<file path="src/rtl/serial_sub_pkg.sv">
// Shared definitions for the bit-serial subtractor: default operand width,
// FSM state encoding and bit-counter width.
package serial_sub_pkg;

    localparam int SUB_WIDTH = 8;
    localparam int SUB_CNT_W = $clog2(SUB_WIDTH) + 1;

    typedef enum logic [1:0] {
        S_IDLE = 2'd0,
        S_RUN  = 2'd1,
        S_DONE = 2'd2
    } sub_state_e;

endpackage

</file>
<file path="src/rtl/serial_sub_8_full_sub.sv">
// Gate-level single-bit full subtractor: diff = x - y - bi, bo = borrow out.
module full_sub (
    input  logic x,
    input  logic y,
    input  logic bi,
    output logic diff,
    output logic bo
);

    logic w_xy;
    logic w_brw_gen;
    logic w_brw_prop;

    assign w_xy       = x ^ y;
    assign w_brw_gen  = ~x & y;
    assign w_brw_prop = ~w_xy & bi;
    assign diff       = w_xy ^ bi;
    assign bo         = w_brw_gen | w_brw_prop;

endmodule

</file>
<file path="src/rtl/serial_sub_8.sv">
// Bit-serial subtractor D = A - B - bin, one bit per clock, LSB first.
// Handshake: start is accepted in IDLE or DONE; busy is high for the WIDTH
// processing cycles; done pulses for one cycle with d/bout valid, and d/bout
// hold until the next result completes.
// Optional signed-overflow output enabled by defining SERIAL_SUB_OVF_EN.
// dbg_state exposes the FSM state for observation.
module serial_sub_8
    import serial_sub_pkg::*;
#(
    parameter int WIDTH = SUB_WIDTH
) (
    input  logic             clk,
    input  logic             rst,
    input  logic             start,
    input  logic [WIDTH-1:0] a,
    input  logic [WIDTH-1:0] b,
    input  logic             bin,
    output logic             busy,
    output logic             done,
    output logic [WIDTH-1:0] d,
    output logic             bout,
`ifdef SERIAL_SUB_OVF_EN
    output logic             ovf,
`endif
    output logic [1:0]       dbg_state
);

    localparam int CNT_W = $clog2(WIDTH) + 1;

    localparam logic [1:0] ST_IDLE = S_IDLE;
    localparam logic [1:0] ST_RUN  = S_RUN;
    localparam logic [1:0] ST_DONE = S_DONE;

    localparam logic [CNT_W-1:0] LAST_BIT = CNT_W'(WIDTH - 1);

    logic [1:0]       r_state;
    logic [WIDTH-1:0] r_a;
    logic [WIDTH-1:0] r_b;
    logic             r_br;
    logic [WIDTH-2:0] r_res;
    logic [CNT_W-1:0] r_cnt;
    logic             w_diff;
    logic             w_bo;
    logic             w_accept;
`ifdef SERIAL_SUB_OVF_EN
    logic             r_a_msb;
    logic             r_b_msb;
`endif

    full_sub u_cell (
        .x    (r_a[0]),
        .y    (r_b[0]),
        .bi   (r_br),
        .diff (w_diff),
        .bo   (w_bo)
    );

    // A new operation may begin from IDLE or directly from DONE.
    assign w_accept  = start && (r_state == ST_IDLE || r_state == ST_DONE);
    assign dbg_state = r_state;

    // FSM, operand shifting, result assembly and registered outputs.
    always_ff @(posedge clk or posedge rst) begin
        if (rst) begin
            r_state <= ST_IDLE;
            r_a     <= '0;
            r_b     <= '0;
            r_br    <= 1'b0;
            r_res   <= '0;
            r_cnt   <= '0;
            busy    <= 1'b0;
            done    <= 1'b0;
            d       <= '0;
            bout    <= 1'b0;
`ifdef SERIAL_SUB_OVF_EN
            r_a_msb <= 1'b0;
            r_b_msb <= 1'b0;
            ovf     <= 1'b0;
`endif
        end else begin
            done <= 1'b0;
            if (w_accept) begin
                r_state <= ST_RUN;
                r_a     <= a;
                r_b     <= b;
                r_br    <= bin;
                r_cnt   <= '0;
                busy    <= 1'b1;
`ifdef SERIAL_SUB_OVF_EN
                r_a_msb <= a[WIDTH-1];
                r_b_msb <= b[WIDTH-1];
`endif
            end else if (r_state == ST_RUN) begin
                r_a   <= r_a >> 1;
                r_b   <= r_b >> 1;
                r_br  <= w_bo;
                r_res <= {w_diff, r_res[WIDTH-2:1]};
                r_cnt <= r_cnt + 1'b1;
                if (r_cnt == LAST_BIT) begin
                    // The bit just computed is the MSB; publish the result.
                    r_state <= ST_DONE;
                    busy    <= 1'b0;
                    done    <= 1'b1;
                    d       <= {w_diff, r_res};
                    bout    <= w_bo;
`ifdef SERIAL_SUB_OVF_EN
                    ovf     <= (r_a_msb ^ r_b_msb) & (r_a_msb ^ w_diff);
`endif
                end
            end else if (r_state == ST_DONE) begin
                r_state <= ST_IDLE;
            end
        end
    end

endmodule

</file>
<file path="config.mk">
export PLATFORM = sky130hd
export DESIGN_NAME = serial_sub_8
export DESIGN_NICKNAME = d
export VERILOG_FILES = /design/src/rtl/serial_sub_pkg.sv /design/src/rtl/serial_sub_8_full_sub.sv /design/src/rtl/serial_sub_8.sv
export SDC_FILE = /design/constraint.sdc
export NUM_CORES = 1
export LEC_CHECK = 0
export BUFFER_PORTS_ARGS = -buffer_cell sky130_fd_sc_hd__clkbuf_2
export CORE_ASPECT_RATIO = 1.75
export CORE_MARGIN = 5
export CORE_UTILIZATION = 30
export CTS_CLUSTER_DIAMETER = 50
export DETAILED_ROUTE_END_ITERATION = 7
export PLACE_DENSITY_LB_ADDON = 0.25
export SLEW_MARGIN = 20
export SYNTH_ARGS = -nofsm -noshare
export SYNTH_HDL_FRONTEND = slang
export SYNTH_HIERARCHICAL = 1
export SYNTH_SLANG_ARGS = --single-unit
</file>
<file path="constraint.sdc">
create_clock -name clk -period 1.5 [get_ports clk]
set_input_delay 0.15 -clock clk [delete_from_list [all_inputs] [get_ports clk]]
set_output_delay 0.15 -clock clk [all_outputs]
set_load 0.05 [all_outputs]
</file>
[Yosys cells after proc, flatten, opt, wreduce, memory -nomap -nowiden]
Cells that the tools add are included.
Storage, ports and cells
  register bits: 41
  input port bits: 20
  output and inout bits: 13
  word-level logic and storage cells: 51
Operators by class
  add/subtract/negate cells: 1
  eq/ne operators: 4
  mux-type cells: 18
  bitwise gates (word level): 8
  reduce and logical (&&, ||, !) cells: 10
Operators with widths (number)
  8-bit 2-to-1 mux: 4
  1-bit 2-to-1 mux: 8
  2-bit 2-to-1 mux: 4
  4-bit 2-to-1 mux: 2
  2-bit AND reduction: 3
  4-bit by 1-bit adder with 4-bit output (second input constant): 1
  4-bit by 3-bit equality test with 1-bit output (second input constant): 1
  2-bit nonzero test: 2
  3-bit by 2-bit != test with 1-bit output (second input constant): 1
  1-bit NOT: 3
  3-bit AND reduction: 1
  3-bit nonzero test: 1
  1-bit bitwise AND: 2
  2-bit by 1-bit equality test with 1-bit output (second input constant): 1
  2-bit equality test (second input constant): 1
  2-bit logical NOT: 1
  1-bit XOR: 2
  1-bit logical AND: 1
  1-bit logical OR: 1
  1-bit OR: 1

[Depth between registers and ports, before layout]
Gate-level depths: netlist of run 1.
  depth after elaboration: 6
  depth in mapped cells: 5
  mapped depth without buffers: 5

[By module]
Netlist of run 1, hierarchy kept.
Modules (own cells, without submodules)
  serial_sub_8: times used 1, cells an instance 138, area each 1719.1 µm², sequential area each 1026.0 µm²
  full_sub: times used 1, cells an instance 4, area each 31.3 µm², sequential area each 0.0 µm²

[Worst setup path before layout of run 1]
Ideal clock, no wire load.
  kind: reg-to-reg
  start: register r_state[1] (netlist: dbg_state[1])
  end: register d[1]
  data arrival time: 1.661 ns
  path slack: -0.286 ns
  stages on the path, launching flop included: 6
  buffers on the path: 2
  clock period less this slack: 1.786 ns
  cell sequence: dfrtp_1 nand2b_1 buf_6 nor3_4 buf_6 mux2_4
Between the ends
  longest elaborated chain between the ends: 5
  elaborated cells on any way between the ends: 7
  those cells by class: 2 x eq/ne; 1 x bitwise; 4 x reduce/logical
RTL lines
  from (decl): RTL line serial_sub_8.sv:36  | logic [1:0] r_state;
  from (signal assigned): RTL line serial_sub_8.sv:65  | r_state <= ST_IDLE;
  from (signal assigned): RTL line serial_sub_8.sv:83  | r_state <= ST_RUN;
  from (signal assigned): RTL line serial_sub_8.sv:101  | r_state <= ST_DONE;
  2-bit equality test or 2-bit logical NOT (tied branches): RTL line serial_sub_8.sv:59  | assign w_accept = start && (r_state == ST_IDLE || r_state == ST_DONE);
  1-bit logical OR: RTL line serial_sub_8.sv:59
  1-bit logical AND: RTL line serial_sub_8.sv:59
  1-bit NOT (no source line)
  3-bit AND reduction (no source line) *
  to (signal assigned): RTL line serial_sub_8.sv:104  | d <= {w_diff, r_res};
  to (decl): RTL line serial_sub_8.sv:20  | output logic [WIDTH-1:0] d,
Mark *: on every way between the ends. The rest lies on a longest branch, timed or not.
A chain may end at the register's enable or synchronous reset.

[Worst setup path in the final report of run 1]
  start: register r_cnt[1]
  end: register d[7]
Between the ends
  longest elaborated chain between the ends: 2
RTL lines
  from (decl): RTL line serial_sub_8.sv:41  | logic [CNT_W-1:0] r_cnt;
  from (signal assigned): RTL line serial_sub_8.sv:98  | r_cnt <= r_cnt + 1'b1;
  4-bit by 3-bit equality test with 1-bit output: RTL line serial_sub_8.sv:99  | if (r_cnt == LAST_BIT) begin
  3-bit AND reduction (no source line)
Every way passes these cells.

==> metrics.log, run 1 <==
INFO  metric ctsHtreeMaxLevel = 2
INFO  metric initialDrtViolationCount = 24
INFO  metric row_count = 36
INFO  metric antenna-diode-count = 0
INFO  metric slew_headroom = 67.1%
INFO  metric number_of_cells_on_the_worst_hold_path = 3
INFO  metric setup_viol = 0
INFO  metric grt.overflow.total = 0
INFO  metric grt_antenna_before_repair = 0
INFO  metric fin_worst_hold_slack = 0.0648 ns
INFO  metric netlist-cell-type-count = 23
INFO  metric port_buffers = 32
INFO  metric worstRegToRegCells = 5
INFO  metric static-leakage-power = 1.07 nW
INFO  metric synthToLayoutAreaGrowth = 26.1%
INFO  metric route.antenna.remaining_nets = 0
INFO  metric die_w = 67.7 µm
INFO  metric die-area = 7520 µm²
INFO  metric period_minus_slack = 1.44 ns
INFO  metric ys_dominant_reg_cell = sky130_fd_sc_hd__dfrtp_1
INFO  metric synth-seq-area-share = 58.6%
INFO  metric power.internal = 3.09 mW
INFO  metric yosysWarningCount = 6
INFO  metric dieHeight = 111 µm
INFO  metric combinationalPowerShare = 44.1%
INFO  metric numCtsBuffers = 5
INFO  metric finalWeightedCongestion = 0.726
INFO  metric initial_core_util = 31.1%
INFO  metric cts_buffer_depth = 2
INFO  metric postSynthNetCount = 164
INFO  metric detailroute.via_count = 1179
INFO  metric cts_num_sinks = 41
INFO  metric seq_power_share = 37.8%
INFO  metric clockRootBuffer = sky130_fd_sc_hd__clkbuf_8
INFO  metric cellPowerDensity = 2280 nW/µm²
INFO  metric synthCells = 142
INFO  metric fin_worst_skew = 0.00855 ns
INFO  metric post_synth_xor_area_fraction = 0%
INFO  metric grt_max_degree = 42
INFO  metric timing.rr.end = d[7]$_DFFE_PP0P_
INFO  metric arrival = 1.61 ns
INFO  metric synth-compound-area-share = 8.01%
INFO  metric detail_route.first_pass.iterations = 4
INFO  metric tritoncts_clock_tree = built
INFO  metric design.final.nets = 205
INFO  metric arithmetic_cell_share_of_the_synthesized_area_counting_full_adders_half_adders_and_majority_gates = 1.86%
INFO  metric post_synth_and_or_nand_nor_area_fraction = 9.86%
INFO  metric crit-reg2reg-launch = r_cnt[1]$_DFFE_PP0P_
INFO  metric layout_worst_path_cycle_share = 95.8%
INFO  metric muxShareOfSynthArea = 17.4%
INFO  metric post_synth.cell_area_avg = 12.3 µm²
INFO  metric core = 5630 µm²
INFO  metric clock_transition_at_path_regs = 0.08 ns
INFO  metric grt_use_total = 10.1%
INFO  metric place.detailed.hpwl = 2580 µm
INFO  metric via_per_inst = 4.53
INFO  metric setup_ws = 0.0634 ns
INFO  metric worstPathRequired = 1.67 ns
INFO  metric criticalPathCategory = reg -> reg
INFO  metric max_freq = 696 MHz
INFO  metric clockPowerShare = 18.1%
INFO  metric ios = 33
INFO  metric finalHoldViolations = 0
INFO  metric endpoint_kind = flop
INFO  metric grt_pass1_vias = 1233
INFO  metric reg2reg_setup_slack = 0.06 ns
INFO  metric vdd_ir_drop_max = 0.635 mV
INFO  metric worstHoldEndpoint = r_b[3]$_DFFE_PP0P_
INFO  metric unrepaired_setup_endpoints_after_global_routing = false
INFO  metric detail_route.wl_per_cell = 13.0 µm
INFO  metric worstMarginPinSlew = 0.493 ns
INFO  metric dpl_worst_slack = -0.000190 ns
INFO  metric power_switching_share = 38.6%
INFO  metric min_from = b[3]
INFO  metric synth-edff-count = 0
INFO  metric outcome = complete, no violations
INFO  metric syn-cell-area = 1750 µm²
INFO  metric synthesized_flop_and_latch_total = 41
INFO  metric routed_wl = 3390 µm
INFO  metric clkLatencyLatePin = 0.29 ns
INFO  metric combinational_family_with_the_most_area_after_synthesis = multiplexers
INFO  metric cap_viol_max_count = 0
INFO  metric critical_path_peak_fanout = 13
INFO  metric drc = 0
INFO  metric grt_first_pass_wirelength = 5860 µm
INFO  metric final_layout_size_suffix_gt1_share = 39.1%
INFO  metric post_synthesis_async_set_or_reset_flop_share = 100%
INFO  metric hp-class = in -> reg
INFO  metric critical_path.startpoint_type = flop
INFO  metric power.net_switching = 1.94 mW
INFO  metric slew_violations = 0
[worst max path at each step]
stage                            end                startpoint  cells after the start
floorplan           d[1]$_DFFE_PP0P_  dbg_state[1]$_DFFE_PP0P_                      5
global placement    bout$_DFFE_PP0P_      r_cnt[0]$_DFFE_PP0P_                      5
detailed placement  d[0]$_DFFE_PP0P_      r_cnt[0]$_DFFE_PP0P_                      5
CTS                 d[7]$_DFFE_PP0P_      r_cnt[1]$_DFFE_PP0P_                      5
global route        bout$_DFFE_PP0P_      r_cnt[1]$_DFFE_PP0P_                      5
finish              d[7]$_DFFE_PP0P_      r_cnt[1]$_DFFE_PP0P_                      5
[synthesized netlist by cell type (2+ instances only)]
library cell	instances	area [µm²]
sky130_fd_sc_hd__dfrtp_1	41	1030
sky130_fd_sc_hd__nand2_1	20	75.1
sky130_fd_sc_hd__mux2_2	11	124
sky130_fd_sc_hd__o21ai_0	10	50.1
sky130_fd_sc_hd__mux2i_1	9	90.1
sky130_fd_sc_hd__nand3_1	9	45.0
sky130_fd_sc_hd__a22oi_1	8	60.1
sky130_fd_sc_hd__inv_1	6	22.5
sky130_fd_sc_hd__mux2_4	6	90.1
sky130_fd_sc_hd__clkbuf_1	4	15.0
sky130_fd_sc_hd__buf_2	3	15.0
sky130_fd_sc_hd__a22o_1	2	17.5
sky130_fd_sc_hd__buf_6	2	22.5
sky130_fd_sc_hd__nand2b_1	2	12.5
[per-stage QoR]
stage / utilization (%) / power, mW / area (µm²) / TNS, ns / instances
finish: 39.2 / 5.03 / 2210 / 0 / 260
global route: 39.2 / 5.37 / 2210 / 0 / 260
global placement: 36.5 / 4.04 / 2050 / 0 / 248
detailed placement: 36.5 / 4.12 / 2050 / -0.000190 / 248
CTS: 39.0 / 5.09 / 2200 / 0 / 259
floorplan: - / 3.56 / 1760 / -0.617 / 142
[flip-flops by register name, indices dropped and copies added (netlist names)]
name       cells
busy           1
r_cnt          4
r_br           1
r_res          7
done           1
r_a            8
bout           1
d              8
dbg_state      2
r_b            8
[cells in the final DEF, fill, tap and decap left out]
| cell | n |
|---|---|
| sky130_fd_sc_hd__nand2_1 | 19 |
| sky130_fd_sc_hd__fa_1 | 1 |
| sky130_fd_sc_hd__buf_4 | 7 |
| sky130_fd_sc_hd__clkbuf_2 | 32 |
| sky130_fd_sc_hd__nand2_2 | 1 |
| sky130_fd_sc_hd__nor3_4 | 1 |
| sky130_fd_sc_hd__clkbuf_1 | 1 |
| sky130_fd_sc_hd__nor2b_1 | 1 |
| sky130_fd_sc_hd__dlygate4sd3_1 | 1 |
| sky130_fd_sc_hd__mux2_2 | 11 |
| sky130_fd_sc_hd__ha_2 | 1 |
| sky130_fd_sc_hd__mux2i_1 | 9 |
| sky130_fd_sc_hd__a22oi_1 | 8 |
| sky130_fd_sc_hd__o21ai_0 | 10 |
| sky130_fd_sc_hd__mux2_4 | 6 |
| sky130_fd_sc_hd__dfrtp_1 | 39 |
| sky130_fd_sc_hd__and2b_1 | 1 |
| sky130_fd_sc_hd__nand2b_1 | 1 |
| sky130_fd_sc_hd__nand3_1 | 9 |
| sky130_fd_sc_hd__dfrtp_2 | 2 |
| sky130_fd_sc_hd__buf_12 | 3 |
| sky130_fd_sc_hd__inv_1 | 6 |
| sky130_fd_sc_hd__a22o_1 | 2 |
| sky130_fd_sc_hd__nand2b_4 | 1 |
| sky130_fd_sc_hd__bufinv_16 | 1 |
| sky130_fd_sc_hd__a21oi_1 | 1 |
| sky130_fd_sc_hd__a21o_1 | 1 |
| sky130_fd_sc_hd__nor2_1 | 1 |
| sky130_fd_sc_hd__nand4_1 | 1 |
| sky130_fd_sc_hd__clkbuf_8 | 6 |
[what timing repair did]
action / in CTS / in global routing
resized for setup: 1 / 1
hold buffers: 1 / 0
endpoints found under the hold margin: 41 / 0
buffers inserted: 2 / 1
setup endpoints to repair: 3 / 3
[kinds of logic after synthesis]
| group | count (synthesis) |
|---|---|
| compound gates | 22 |
| fa+ha+maj | 2 |
| buf+inv | 15 |
| flops | 41 |
| mux | 26 |
| simple gates | 36 |
[layout make-up]
class                      count  area (µm²)
clock inverter                 1        30.0
inverter                       6        22.5
tap                           76        95.1
sequential                    41        1030
multi-input combinational     86         662
timing repair buffer          43         283
clock buffer                   7        86.3
fill                         561        3420
[power by group through the flow]
stage | registers [mW] | clock network, mW | logic, mW
finish | 1.90 | 0.910 | 2.22
global route | 1.97 | 0.982 | 2.42
CTS | 1.91 | 0.936 | 2.24
detailed placement | 1.94 | 0 | 2.18
global placement | 1.92 | 0 | 2.13
floorplan | 2.40 | 0 | 1.16
[metal layers]
| metal | wire, µm | up-vias | global-route usage (%) | part of all wire, % |
|---|---|---|---|---|
| li1 | - | 570 | - | - |
| met1 | 1450 | 579 | 12.6 | 43 |
| met2 | 1760 | 25 | 16.2 | 52 |
| met3 | 123 | 5 | 2.54 | 3.6 |
| met4 | 65 | 0 | 4.07 | 1.9 |
| met5 | 0 | - | 0 | 0 |
[worst max-delay path: stages (launching register included)]
cell,delay [ns]
sky130_fd_sc_hd__dfrtp_1,0.36
sky130_fd_sc_hd__ha_2,0.20
sky130_fd_sc_hd__nand2_2,0.07
sky130_fd_sc_hd__nor3_4,0.19
sky130_fd_sc_hd__buf_12,0.16
sky130_fd_sc_hd__mux2_2,0.33
Power figures use the tool's default switching activity.
==> run 2, diff against run 1 <==
Settings changed: CAP_MARGIN from default to 20, CELL_PAD_IN_SITES_DETAIL_PLACEMENT from default to 1, CELL_PAD_IN_SITES_GLOBAL_PLACEMENT from default to 2.
==> run 2 against run 1 <==
Final area down 0.74%. Critical path type unchanged. Worst hold slack worse by 0.0068 ns. Largest cell class unchanged. Fmax down 0.73%. Combinational power about the same. Critical endpoint is now d[0]$_DFFE_PP0P_.
==> metrics.log, run 2 (synthesis gave the netlist of run 1 again) <==
INFO  metric slowest_delay = 0.39 ns
INFO  metric finalHoldViolations = 0
INFO  metric grt_use_total = 11.0%
INFO  metric clock_transition_at_path_regs = 0.08 ns
INFO  metric setup_ws = 0.0528 ns
INFO  metric fin_util = 38.9%
INFO  metric routed_wl = 3680 µm
INFO  metric critical_path_peak_fanout = 9
INFO  metric clockRootBuffer = sky130_fd_sc_hd__clkbuf_8
INFO  metric crit_chain = ha_2 > nand2_1 > nor3_4 > buf_12 > mux2_2
INFO  metric place.detailed.hpwl = 2790 µm
INFO  metric critical_path.startpoint_type = flop
INFO  metric layout_worst_path_cycle_share = 96.5%
INFO  metric layout_common_cells = sky130_fd_sc_hd__dfrtp_1 (39), sky130_fd_sc_hd__clkbuf_2 (32), sky130_fd_sc_hd__nand2_1 (20)
INFO  metric tritoncts_clock_tree = built
INFO  metric endpoint_kind = flop
INFO  metric critical-path-slowest-cell = sky130_fd_sc_hd__dfrtp_1
INFO  metric finalPower = 5.02 mW
INFO  metric initial_core_util = 31.1%
INFO  metric layout.cells.most_common = sky130_fd_sc_hd__dfrtp_1
INFO  metric die-area = 7520 µm²
INFO  metric cellPowerDensity = 2290 nW/µm²
INFO  metric core = 5630 µm²
INFO  metric initialDrtViolationCount = 12
INFO  metric synthToLayoutAreaGrowth = 25.2%
INFO  metric criticalPathCategory = reg -> reg
INFO  metric ctsHtreeMaxLevel = 2
INFO  metric grt_antenna_before_repair = 0
INFO  metric post-route-cell-area = 2190 µm²
INFO  metric cap_viol_max_count = 0
INFO  metric die_w = 67.7 µm
INFO  metric row_count = 36
INFO  metric static-leakage-power = 1.06 nW
INFO  metric hp-class = in -> reg
INFO  metric arrival = 1.63 ns
INFO  metric detailroute.via_count = 1208
INFO  metric placed_cell_area = 2060 µm²
INFO  metric design.final.nets = 205
INFO  metric period_minus_slack = 1.45 ns
INFO  metric grt_max_degree = 27
INFO  metric vdd_ir_drop_max = 0.629 mV
INFO  metric route.antenna.remaining_nets = 0
INFO  metric outcome = complete, no violations
INFO  metric grt_first_pass_wirelength = 6250 µm
INFO  metric drc = 0
INFO  metric fin_worst_skew = 0.00561 ns
INFO  metric final_layout_size_suffix_gt1_share = 39.1%
INFO  metric dieHeight = 111 µm
INFO  metric post-place-cells = 250
INFO  metric max_freq = 691 MHz
INFO  metric dpl_worst_slack = -0.0114 ns
INFO  metric finalWeightedCongestion = 0.773
INFO  metric worstMarginPinSlew = 0.526 ns
INFO  metric setup_viol = 0
INFO  metric slew_violations = 0
INFO  metric ios = 33
INFO  metric grt.overflow.total = 0
INFO  metric slew_headroom = 64.9%
INFO  metric cts_buffer_depth = 2
INFO  metric detail_route.wl_per_cell = 14.1 µm
INFO  metric cts_num_sinks = 41
INFO  metric worstPathRequired = 1.69 ns
INFO  metric numCtsBuffers = 5
INFO  metric instances_no_fill = 260
INFO  metric detail_route.first_pass.iterations = 4
INFO  metric clkLatencyLatePin = 0.29 ns
INFO  metric antenna-diode-count = 0
INFO  metric grt_pass1_vias = 1397
INFO  metric via_per_inst = 4.65
INFO  metric largestRegisters = d x8, r_a x8, r_b x8
INFO  metric port_buffers = 32
## run 2: changes by cell type in the layout (fill, tap and decap cells not counted)
cell / change
sky130_fd_sc_hd__clkbuf_8: -1
sky130_fd_sc_hd__nand2_1: +1
sky130_fd_sc_hd__nand2_2: -1
sky130_fd_sc_hd__buf_12: -1
sky130_fd_sc_hd__clkinv_4: +1
sky130_fd_sc_hd__clkinvlp_4: +1
sky130_fd_sc_hd__clkbuf_1: -1
sky130_fd_sc_hd__buf_4: +1
## run 2: what timing repair did
action	4_1_cts	5_1_grt
pin swaps	1	0
hold buffers	1	0
endpoints found under the hold margin	41	0
gates resized for setup	0	1
setup endpoints to repair	3	5
setup buffers	0	1
## run 2: per-layer routing
metal,vias to the layer above,track usage (%),wire length (µm)
li1,570,-,-
met1,604,11.5,1440
met2,28,19.5,2000
met3,6,3.04,167
met4,0,4.61,70
met5,-,0,0
## run 2: metrics by stage
| step | TNS, ns | hold WS, ns |
|---|---|---|
| 6_report | 0 | 0.0580 |
| 5_1_grt | -0.00979 | 0.0608 |
| 4_1_cts | 0 | 0.0477 |
| 3_5_place_dp | -0.0255 | 0.184 |
| 3_3_place_gp | 0 | 0.178 |
| 2_1_floorplan | -0.617 | 0.267 |
## run 2: critical path, delay by kind of cell (launching register included)
| kind | cells | cell delay [ns] |
|---|---|---|
| buffers and inverters | 1 | 0.17 |
| DFF | 1 | 0.39 |
| muxes | 1 | 0.33 |
| adders and majority gates | 1 | 0.20 |
| and+or+nand+nor | 2 | 0.26 |
## run 2: layout make-up
| class | instances | area, µm² |
|---|---|---|
| Clock inverter | 3 | 46.3 |
| Timing Repair Buffer | 43 | 270 |
| Fill cell | 637 | 3440 |
| Sequential cell | 41 | 1030 |
| Inverter | 6 | 22.5 |
| Tap cell | 76 | 95.1 |
| Multi-Input combinational cell | 86 | 659 |
| Clock buffer | 5 | 68.8 |
## run 2: report_power, final
part	total [mW]	internal, mW	switching (mW)
Sequential	1.90	1.60	0.307
Combinational	2.21	0.929	1.29
Clock	0.900	0.498	0.402
Total	5.02	3.02	1.99
## run 2: final timing paths
kind | slack [ns] | to | startpoint | cells after the start
max in group asynchronous | 0.79 | r_b[4]$_DFFE_PP0P_ | rst | 4
worst max register to register | 0.05 | d[0]$_DFFE_PP0P_ | r_cnt[1]$_DFFE_PP0P_ | 5
worst min-delay path | 0.06 | r_a[1]$_DFFE_PP0P_ | a[1] | 3
worst max-delay path | 0.05 | d[0]$_DFFE_PP0P_ | r_cnt[1]$_DFFE_PP0P_ | 5
min in group asynchronous | 0.42 | busy$_DFFE_PP0P_ | rst | 4
worst min register to register | 0.50 | r_a[4]$_DFFE_PP0P_ | r_a[5]$_DFFE_PP0P_ | 2
